## src/rtl/fetch_pkg.sv

```systemverilog
// fetch_pkg: shared definitions for the instruction fetch unit.
//   - state_t            : fetch controller states (IDLE, FETCH, WAIT_DEC, HALTED)
//   - FETCH_ADDR_W       : default memory address width
//   - FETCH_DATA_W       : default instruction word width
//   - FETCH_RESET_PC     : default PC loaded on reset
package fetch_pkg;

  localparam int FETCH_ADDR_W = 12;
  localparam int FETCH_DATA_W = 16;
  localparam logic [FETCH_ADDR_W-1:0] FETCH_RESET_PC = 12'h000;

  typedef enum logic [1:0] {
    ST_IDLE     = 2'd0,
    ST_FETCH    = 2'd1,
    ST_WAIT_DEC = 2'd2,
    ST_HALTED   = 2'd3
  } state_t;

endpackage

```

## src/rtl/fetch_skid.sv

```systemverilog
// fetch_skid: one-entry prefetch buffer holding a fetched word and the
// address it came from.
//   clk, rst     : clock, synchronous active-high reset
//   load         : capture wr_data/wr_pc, entry becomes full
//   pop          : release the entry (ignored when load is also high,
//                  since load replaces the consumed word in the same cycle)
//   flush        : discard the entry (highest priority after rst)
//   wr_data      : word to store
//   wr_pc        : address the word was fetched from
//   entry_data   : stored word
//   entry_pc     : stored address
//   full         : entry holds a word
module fetch_skid
  import fetch_pkg::*;
#(
  parameter int ADDR_W = FETCH_ADDR_W,
  parameter int DATA_W = FETCH_DATA_W
) (
  input  logic              clk,
  input  logic              rst,
  input  logic              load,
  input  logic              pop,
  input  logic              flush,
  input  logic [DATA_W-1:0] wr_data,
  input  logic [ADDR_W-1:0] wr_pc,
  output logic [DATA_W-1:0] entry_data,
  output logic [ADDR_W-1:0] entry_pc,
  output logic              full
);

  always_ff @(posedge clk) begin
    if (rst) begin
      full       <= 1'b0;
      entry_data <= '0;
      entry_pc   <= '0;
    end else if (flush) begin
      full <= 1'b0;
    end else if (load) begin
      full       <= 1'b1;
      entry_data <= wr_data;
      entry_pc   <= wr_pc;
    end else if (pop) begin
      full <= 1'b0;
    end
  end

endmodule

```

## src/rtl/fetch_unit.sv

```systemverilog
// fetch_unit: sequential instruction fetch unit feeding a decode stage.
// Optional feature macro: FETCH_PREFETCH_EN (one-entry prefetch buffer,
// sustains one instruction per cycle). Without it, one instruction per two
// cycles.
//
// Ports:
//   clk        in  : clock, rising edge
//   rst        in  : synchronous active-high reset
//   start      in  : leave IDLE and begin fetching
//   halt       in  : stop fetching until reset
//   jump_en    in  : redirect PC this cycle
//   jump_addr  in  : redirect target
//   Read       out : memory read strobe (data returns in the same cycle)
//   address    out : memory address, always equal to pc
//   data_in    in  : memory read data
//   ir         out : fetched instruction
//   ir_pc      out : address ir was fetched from
//   ir_valid   out : ir holds an unconsumed instruction
//   ir_ready   in  : decode accepts ir this cycle
//   pc         out : next fetch address
//   busy       out : high in FETCH or WAIT_DEC
//   state      out : current controller state (debug)
//
// Handshake: an instruction transfers to decode on a rising edge where
// ir_valid && ir_ready are both high; ir/ir_pc are stable while ir_valid is
// high and ir_ready is low. jump_en and halt cancel any pending transfer.
module fetch_unit
  import fetch_pkg::*;
#(
  parameter int ADDR_W = FETCH_ADDR_W,
  parameter int DATA_W = FETCH_DATA_W,
  parameter logic [ADDR_W-1:0] RESET_PC = ADDR_W'(FETCH_RESET_PC)
) (
  input  logic              clk,
  input  logic              rst,
  input  logic              start,
  input  logic              halt,
  input  logic              jump_en,
  input  logic [ADDR_W-1:0] jump_addr,
  output logic              Read,
  output logic [ADDR_W-1:0] address,
  input  logic [DATA_W-1:0] data_in,
  output logic [DATA_W-1:0] ir,
  output logic [ADDR_W-1:0] ir_pc,
  output logic              ir_valid,
  input  logic              ir_ready,
  output logic [ADDR_W-1:0] pc,
  output logic              busy,
  output state_t            state
);

  state_t state_r;
  state_t state_nxt;

  logic              read_en;
  logic              accept;
  logic              halting;
  logic [ADDR_W-1:0] pc_r;
  logic [DATA_W-1:0] ir_r;
  logic [ADDR_W-1:0] ir_pc_r;
  logic              ir_valid_r;

  // Decode takes the current instruction at this edge.
  assign accept  = (state_r == ST_WAIT_DEC) && ir_valid_r && ir_ready;
  // halt acts in every state except HALTED and beats jump_en/start.
  assign halting = halt && (state_r != ST_HALTED);

`ifdef FETCH_PREFETCH_EN
  logic              buf_full;
  logic [DATA_W-1:0] buf_data;
  logic [ADDR_W-1:0] buf_pc;
  logic              buf_load;
  logic              buf_pop;
  logic              buf_flush;
  logic              in_wait;

  assign in_wait   = (state_r == ST_WAIT_DEC);
  // When the buffer is empty and decode accepts in the same cycle, the word
  // read this cycle goes straight into ir instead of through the buffer.
  assign buf_load  = in_wait && read_en && !jump_en && (buf_full || !accept);
  assign buf_pop   = in_wait && accept && buf_full && !jump_en;
  assign buf_flush = halting ||
                     (jump_en && (state_r == ST_FETCH || state_r == ST_WAIT_DEC));

  fetch_skid #(
    .ADDR_W(ADDR_W),
    .DATA_W(DATA_W)
  ) u_skid (
    .clk        (clk),
    .rst        (rst),
    .load       (buf_load),
    .pop        (buf_pop),
    .flush      (buf_flush),
    .wr_data    (data_in),
    .wr_pc      (pc_r),
    .entry_data (buf_data),
    .entry_pc   (buf_pc),
    .full       (buf_full)
  );
`endif

  // State register
  always_ff @(posedge clk) begin
    if (rst) begin
      state_r <= ST_IDLE;
    end else begin
      state_r <= state_nxt;
    end
  end

  // Next-state logic
  always_comb begin
    state_nxt = state_r;
    if (halting) begin
      state_nxt = ST_HALTED;
    end else begin
      case (state_r)
        ST_IDLE: begin
          // A jump in IDLE only reloads pc; it wins over start.
          if (start && !jump_en) state_nxt = ST_FETCH;
        end
        ST_FETCH: begin
          state_nxt = jump_en ? ST_FETCH : ST_WAIT_DEC;
        end
        ST_WAIT_DEC: begin
          if (jump_en) begin
            state_nxt = ST_FETCH;
          end else if (accept) begin
`ifdef FETCH_PREFETCH_EN
            // ir is refilled from the buffer or the concurrent read.
            state_nxt = ST_WAIT_DEC;
`else
            state_nxt = ST_FETCH;
`endif
          end
        end
        ST_HALTED: state_nxt = ST_HALTED;
        default:   state_nxt = ST_IDLE;
      endcase
    end
  end

  // Output logic
  always_comb begin
    read_en = 1'b0;
    busy    = 1'b0;
    case (state_r)
      ST_FETCH: begin
        read_en = !halt;
        busy    = 1'b1;
      end
      ST_WAIT_DEC: begin
`ifdef FETCH_PREFETCH_EN
        // Read when the buffer has room, or when it is being drained now.
        read_en = !halt && (!buf_full || ir_ready);
`else
        read_en = 1'b0;
`endif
        busy    = 1'b1;
      end
      default: begin
        read_en = 1'b0;
        busy    = 1'b0;
      end
    endcase
  end

  // Datapath: pc, ir, ir_pc, ir_valid
  always_ff @(posedge clk) begin
    if (rst) begin
      pc_r       <= RESET_PC;
      ir_r       <= '0;
      ir_pc_r    <= '0;
      ir_valid_r <= 1'b0;
    end else if (halting) begin
      ir_valid_r <= 1'b0;
    end else begin
      case (state_r)
        ST_IDLE: begin
          if (jump_en) pc_r <= jump_addr;
        end
        ST_FETCH: begin
          if (jump_en) begin
            pc_r       <= jump_addr;
            ir_valid_r <= 1'b0;
          end else begin
            ir_r       <= data_in;
            ir_pc_r    <= pc_r;
            pc_r       <= pc_r + ADDR_W'(1);
            ir_valid_r <= 1'b1;
          end
        end
        ST_WAIT_DEC: begin
          if (jump_en) begin
            pc_r       <= jump_addr;
            ir_valid_r <= 1'b0;
          end else begin
`ifdef FETCH_PREFETCH_EN
            if (read_en) pc_r <= pc_r + ADDR_W'(1);
            if (accept) begin
              if (buf_full) begin
                ir_r    <= buf_data;
                ir_pc_r <= buf_pc;
              end else begin
                ir_r    <= data_in;
                ir_pc_r <= pc_r;
              end
            end
`else
            if (accept) ir_valid_r <= 1'b0;
`endif
          end
        end
        default: begin
        end
      endcase
    end
  end

  assign Read     = read_en;
  assign address  = pc_r;
  assign pc       = pc_r;
  assign ir       = ir_r;
  assign ir_pc    = ir_pc_r;
  assign ir_valid = ir_valid_r;
  assign state    = state_r;

endmodule

```

## config.mk

```make
export PLATFORM = sky130hd
export DESIGN_NAME = fetch_unit
export DESIGN_NICKNAME = d
export VERILOG_FILES = /design/src/rtl/fetch_pkg.sv /design/src/rtl/fetch_skid.sv /design/src/rtl/fetch_unit.sv
export SDC_FILE = /design/constraint.sdc
export NUM_CORES = 1
export LEC_CHECK = 0
export BUFFER_PORTS_ARGS = -buffer_cell sky130_fd_sc_hd__buf_4
export CORE_MARGIN = 5
export CORE_UTILIZATION = 25
export DETAILED_ROUTE_END_ITERATION = 6
export GPL_TIMING_DRIVEN = 0
export SKIP_CTS_REPAIR_TIMING = 1
export SLEW_MARGIN = 25
export SYNTH_ARGS = -nofsm -noshare
export SYNTH_HDL_FRONTEND = slang
export SYNTH_SLANG_ARGS = --single-unit
```

## constraint.sdc

```tcl
create_clock -name clk -period 2.72 [get_ports clk]
set_clock_uncertainty 0.2 [all_clocks]
set_input_delay 0.544 -clock clk [delete_from_list [all_inputs] [get_ports clk]]
set_output_delay 0.544 -clock clk [all_outputs]
set_load 0.005 [all_outputs]
```

==> flow_summary.json, run 1 <==
{
  "maximum_number_of_pins_on_one_net_before_global_route_repair": 14,
  "synthSimpleGateAreaFrac": 0.237,
  "whs_path_depth": 2,
  "final_worst_path_period_need_ps": 2210,
  "register_area_sq_um": 861,
  "synthesis.yosys.warnings": 0,
  "hold-path-endpoint": "ir[10]",
  "clk_pin_slew_worst_paths_ps": 80,
  "final.period_utilization": 0.813,
  "timing_worst_slew_pin_value_ps": 697,
  "status": "finished, final reports clean",
  "asyncSetResetFlopFracSynth": 0,
  "nNetsFinal": 389,
  "place.detailed.instances": 445,
  "cellPowerDensity_nw_per_um2": 506,
  "report.final.setup_viol": 0,
  "postSynthNetCount": 293,
  "wp_data_required_ps": 2710,
  "detailroute.via_count": 2094,
  "synth_sequential_area_ratio": 0.428,
  "effective_utilization_at_floorplan": 0.259,
  "synthesis.area_sq_um": 2010,
  "drt-pass1-iter-count": 4,
  "critPathLaunchType": "flip-flop",
  "drive_above_1_share": 0.345,
  "synth-adder-area-share": 0.0311,
  "synth_top_family_by_area": "simple AND/OR/NAND/NOR gates",
  "worst-setup-path-type": "flip-flop to flip-flop",
  "grt-ovfl-total": 0,
  "grt_pass1_vias": 1974,
  "clock_path_buffers": 2,
  "synth_edf_count": 0,
  "final_cells": 453,
  "utilization": 0.372,
  "detailedPlace.worstSlack_ps": 452,
  "antenna_found_initial": 0,
  "leakagePower_nw": 1.23,
  "worst_hold_path_type": "flip-flop to flip-flop",
  "fmax_mhz": 452,
  "floorplan.io_pins": 91,
  "reg2regPathDepth": 5,
  "tritoncts_clock_tree": "yes",
  "buffer_ports.inserted": 89,
  "holdWs_ps": 259,
  "hpwl_dp_um": 4730,
  "hold_viol_final": 0,
  "grt_first_pass_wirelength_um": 10000,
  "gr_util_all_layers": 0.124,
  "mean_number_of_vias_per_cell": 4.62,
  "min-delay-start": "ir[10]",
  "footprint_of_the_multi_input_gates_sq_um": 957,
  "drc_errors": 0,
  "placement_rows": 32,
  "numClockSinks": 43,
  "die-width_um": 99.7,
  "timing.critical_path.to_type": "flip-flop",
  "worst_slew_margin_rel": 0.533,
  "placement.cell_area_sq_um": 2810,
  "synth_seq_cells": 43,
  "synthesis.instances": 254,
  "postLayoutSetupSlackWorst_ps": 509,
  "yosys-mux-area-fraction": 0,
  "die_height_um": 99.7,
  "gp_routability_congestion": 0.759,
  "final_wl_um": 6280,
  "setup_total_negative_slack_ps": 0,
  "synth_area_in_compound_gates": 0.208,
  "core_area_sq_um": 7770,
  "drt_iter0_markers": 71,
  "timing.rr.end": "address[6]",
  "route.antenna.remaining_nets": 0,
  "n_fill_cell": 842,
  "clock_tree.root_cell": "sky130_fd_sc_hd__clkbuf_8",
  "post_synth_xor_area_fraction": 0,
  "synth_top_flop_cell": "sky130_fd_sc_hd__dfxtp_1",
  "number_of_diodes": 0,
  "launch_point_of_the_worst_reg_to_reg_path": "state[0]",
  "h-tree-depth": 2,
  "numCtsBuffers": 5,
  "worst-path-max-fanout": 10,
  "fp.dieArea_sq_um": 9930,
  "synth_cell_type_count": 42,
  "postSynthAreaPerCell_sq_um": 7.91,
  "detail_route.wl_per_cell_um": 13.9,
  "slew_violations": 0,
  "rsz0062_at_grt": "no",
  "postLayoutCellArea_sq_um": 2890,
  "critical_path_arrival_ps": 2200,
  "drv.max_cap_violation_count": 0,
  "rrSetupSlack_ps": 510,
  "signed_area_change_from_the_synthesized_netlist_to_the_final_layout_pct": 43.8,
  "ir_worst_vdd_uv": 168,
  "fin_total_pwr_mw": 1.46,
  "worst_skew_pair_latency_ps": 290
}
## report_power, final
group,internal (mW),total (mW),switching [mW]
Clock,0.180,0.400,0.220
Combinational,0.190,0.348,0.159
Sequential,0.666,0.715,0.0491
## worst max-delay path, stage by stage, from the launching register on
cell	delay [ps]
sky130_fd_sc_hd__dfxtp_1	410
sky130_fd_sc_hd__inv_1	90
sky130_fd_sc_hd__ha_1	260
sky130_fd_sc_hd__nor3_2	590
sky130_fd_sc_hd__nand2_1	230
sky130_fd_sc_hd__o311a_1	330
## cell usage after synthesis (all sizes together), types with 4 or more instances
| cell type | number | area, sq um |
|---|---|---|
| nand2 | 67 | 251 |
| buf | 20 | 141 |
| a21oi | 35 | 175 |
| nand3 | 8 | 40.0 |
| a211oi | 4 | 30.0 |
| inv | 7 | 26.3 |
| clkbuf | 6 | 23.8 |
| nor2 | 7 | 31.3 |
| o22ai | 4 | 25.0 |
| o21ai | 9 | 45.0 |
| ha | 5 | 62.6 |
| nor3 | 5 | 30.0 |
| dfxtp | 43 | 861 |
## cell usage in the layout (no fill, tap or decap), types with 4 or more instances in the layout
master	synthesis	routed
sky130_fd_sc_hd__a211oi_1	4	4
sky130_fd_sc_hd__a21oi_1	35	35
sky130_fd_sc_hd__buf_2	5	5
sky130_fd_sc_hd__buf_4	14	103
sky130_fd_sc_hd__clkbuf_1	5	6
sky130_fd_sc_hd__clkbuf_8	0	5
sky130_fd_sc_hd__dfxtp_1	43	43
sky130_fd_sc_hd__ha_1	5	5
sky130_fd_sc_hd__inv_1	7	7
sky130_fd_sc_hd__nand2_1	67	67
sky130_fd_sc_hd__nand3_1	8	8
sky130_fd_sc_hd__nor2_1	5	5
sky130_fd_sc_hd__nor3_1	4	4
sky130_fd_sc_hd__o21ai_0	8	8
sky130_fd_sc_hd__o22ai_1	4	4
## layout make-up
| class | instances | share of cell area |
|---|---|---|
| sequential | 43 | 0.298 |
| inverter | 7 | 0.00909 |
| multi-input combinational | 178 | 0.331 |
| clock buffer | 6 | 0.0251 |
| clock inverter | 2 | 0.00433 |
| buffer | 26 | 0.0571 |
| tap | 102 | 0.0442 |
| timing repair buffer | 89 | 0.231 |
## how the worst max path moves through the flow
stage                     cells after the start          to  slack, ps  startpoint
after floorplan                               6  address[0]        810    state[0]
after global placement                        5  address[6]        470     jump_en
after detailed placement                      5  address[6]        450     jump_en
after CTS                                     5  address[6]        530    state[0]
after global routing                          6  address[5]        410    state[0]
final                                         5  address[6]        510    state[0]
## layer usage
metal,up-vias,share of wire,track usage
li1,1062,-,-
met1,946,0.45,0.165
met2,81,0.46,0.200
met3,5,0.081,0.0351
met4,0,0.0049,0.0294
met5,-,0,0
## registers in the layout, summed over array words and instances (netlist names)
register  count
address      12
ir           16
ir_pc        12
ir_valid      1
state         2
## kinds of logic after synthesis
kind of cell	count (synthesis)
fa+ha+maj	5
compound gates	69
buf+inv	33
flops	43
simple gates	104
(Power assumes the default switching activity.)
==> inputs of run 2 (changes only) <==
==> constraint.sdc (replaced) <==
create_clock -name clk -period 2.03 [get_ports clk]
set_clock_uncertainty 0.2 [all_clocks]
set_input_delay 0.406 -clock clk [delete_from_list [all_inputs] [get_ports clk]]
set_output_delay 0.406 -clock clk [all_outputs]
set_load 0.005 [all_outputs]
==> run 2 against run 1 <==
  * Wire length grew 1.5%
  * Critical endpoint is now address[0]
  * Largest cell class unchanged
  * Fmax grew 13%
  * Critical path depth grew 1
  * Sequential share of layout area shrank 0.35 points
  * Critical path type unchanged
==> flow_summary.json, run 2 (same netlist as run 1, synthesis figures left out) <==
{
  "status": "finished, final reports clean",
  "drc_errors": 0,
  "cp_top_family": "simple AND/OR/NAND/NOR gates",
  "die_height_um": 99.7,
  "final_worst_path_period_need_ps": 1960,
  "fp.dieArea_sq_um": 9930,
  "report.final.setup_viol": 0,
  "antenna_found_initial": 0,
  "effective_utilization_at_floorplan": 0.259,
  "worst_slew_margin_rel": 0.638,
  "drt-pass1-iter-count": 4,
  "critical_path.slowest_cell": "sky130_fd_sc_hd__or3_4",
  "rsz0062_at_grt": "no",
  "gp_routability_congestion": 0.759,
  "crit_buf_inv": 2,
  "clock_path_buffers": 2,
  "nNetsFinal": 390,
  "ir_worst_vdd_uv": 223,
  "register_area_sq_um": 868,
  "clk_pin_slew_worst_paths_ps": 80,
  "drt_iter0_markers": 76,
  "timing_worst_slew_pin_value_ps": 544,
  "buffer_ports.inserted": 89,
  "maximum_number_of_pins_on_one_net_before_global_route_repair": 14,
  "detailroute.via_count": 2138,
  "largest_register_ffs": 16,
  "worst_hold_path_type": "input pin to flip-flop",
  "final_wl_um": 6370,
  "critPathLaunchType": "flip-flop",
  "numClockSinks": 43,
  "drv.max_cap_violation_count": 0,
  "mean_number_of_vias_per_cell": 4.71,
  "holdWs_ps": 148,
  "worst_skew_pair_latency_ps": 290,
  "setup_total_negative_slack_ps": 0,
  "tritoncts_clock_tree": "yes",
  "critical_path_arrival_ps": 1970,
  "cellPowerDensity_nw_per_um2": 674,
  "detailedPlace.worstSlack_ps": -145,
  "layout.cells.most_common": "sky130_fd_sc_hd__buf_4",
  "signed_area_change_from_the_synthesized_netlist_to_the_final_layout_pct": 46.8,
  "drive_above_1_share": 0.372,
  "final.period_utilization": 0.963,
  "worst-setup-path-type": "flip-flop to flip-flop",
  "h-tree-depth": 2,
  "cpPeakStageDelay_ps": 390,
  "clock_tree.root_cell": "sky130_fd_sc_hd__clkbuf_8",
  "hold_viol_final": 0,
  "timing.critical_path.to_type": "flip-flop",
  "floorplan.io_pins": 91,
  "hpwl_dp_um": 4730,
  "grt-ovfl-total": 0,
  "worst-path-max-fanout": 10,
  "numCtsBuffers": 5,
  "slew_violations": 0,
  "core_area_sq_um": 7770,
  "route.antenna.remaining_nets": 0,
  "most-common-layout-cells": "106 x sky130_fd_sc_hd__buf_4, 67 x sky130_fd_sc_hd__nand2_1, 41 x sky130_fd_sc_hd__dfxtp_1, 35 x sky130_fd_sc_hd__a21oi_1",
  "worstPathCellList": "inv_1 -> ha_2 -> or3_4 -> buf_6 -> or3_1 -> a31oi_1",
  "postLayoutSetupSlackWorst_ps": 75.0,
  "die-width_um": 99.7,
  "grt_first_pass_wirelength_um": 10000,
  "number_of_diodes": 0,
  "gr_util_all_layers": 0.124,
  "detail_route.wl_per_cell_um": 14.0,
  "fmax_mhz": 512,
  "leakagePower_nw": 1.25,
  "grt_pass1_vias": 1974,
  "placement_rows": 32,
  "footprint_of_the_multi_input_gates_sq_um": 995,
  "wp_data_required_ps": 2050,
  "n_fill_cell": 836
}
==> run 2: cell types whose count changed in the layout (fill, tap and decap cells not counted), sizes merged <==
cell	change
clkbuf	+1
==> run 2: layout make-up <==
class	instances	share of cell area
clock inverter	2	0.00424
tap	102	0.0433
buffer	26	0.0585
sequential	43	0.294
inverter	7	0.00891
clock buffer	6	0.0246
timing repair buffer	90	0.229
multi-input combinational	178	0.337
==> run 2: through the flow <==
step                      total power [mW]  std cells   util  cell area [sq um]
after global placement                1.44        445  0.361               2810
final                                 1.99        454  0.380               2950
after detailed placement              1.45        445  0.361               2810
after CTS                             2.00        453  0.372               2890
after floorplan                       1.20        254      -               2010
after global routing                  2.11        454  0.380               2950
==> run 2: worst reg2reg max path: stages (launching register included) <==
cell and delay, ps:
sky130_fd_sc_hd__dfxtp_4 370, sky130_fd_sc_hd__inv_1 60, sky130_fd_sc_hd__ha_2 220, sky130_fd_sc_hd__or3_4 390, sky130_fd_sc_hd__buf_6 150, sky130_fd_sc_hd__or3_1 310, sky130_fd_sc_hd__a31oi_1 170
==> run 2: power breakdown <==
group	switching, mW	internal (mW)
registers	0.0667	0.893
logic	0.223	0.268
clock network	0.298	0.241
total	0.587	1.40
==> run 2: final timing paths <==
kind / start / end / slack, ps / cells past startpoint
max: state[0] / address[0] / 70 / 6
min: data_in[6] / ir[6] / 150 / 3
max reg2reg: state[0] / address[0] / 70 / 6
min reg2reg: ir[10] / ir[10] / 260 / 2
==> run 2: per-layer routing <==
metal  up-vias  wire length (um)  track usage
met3         5               452       0.0351
met5         -                 0            0
met4         0                31       0.0294
li1       1067                 -            -
met2        80              2950        0.200
met1       986              2940        0.165
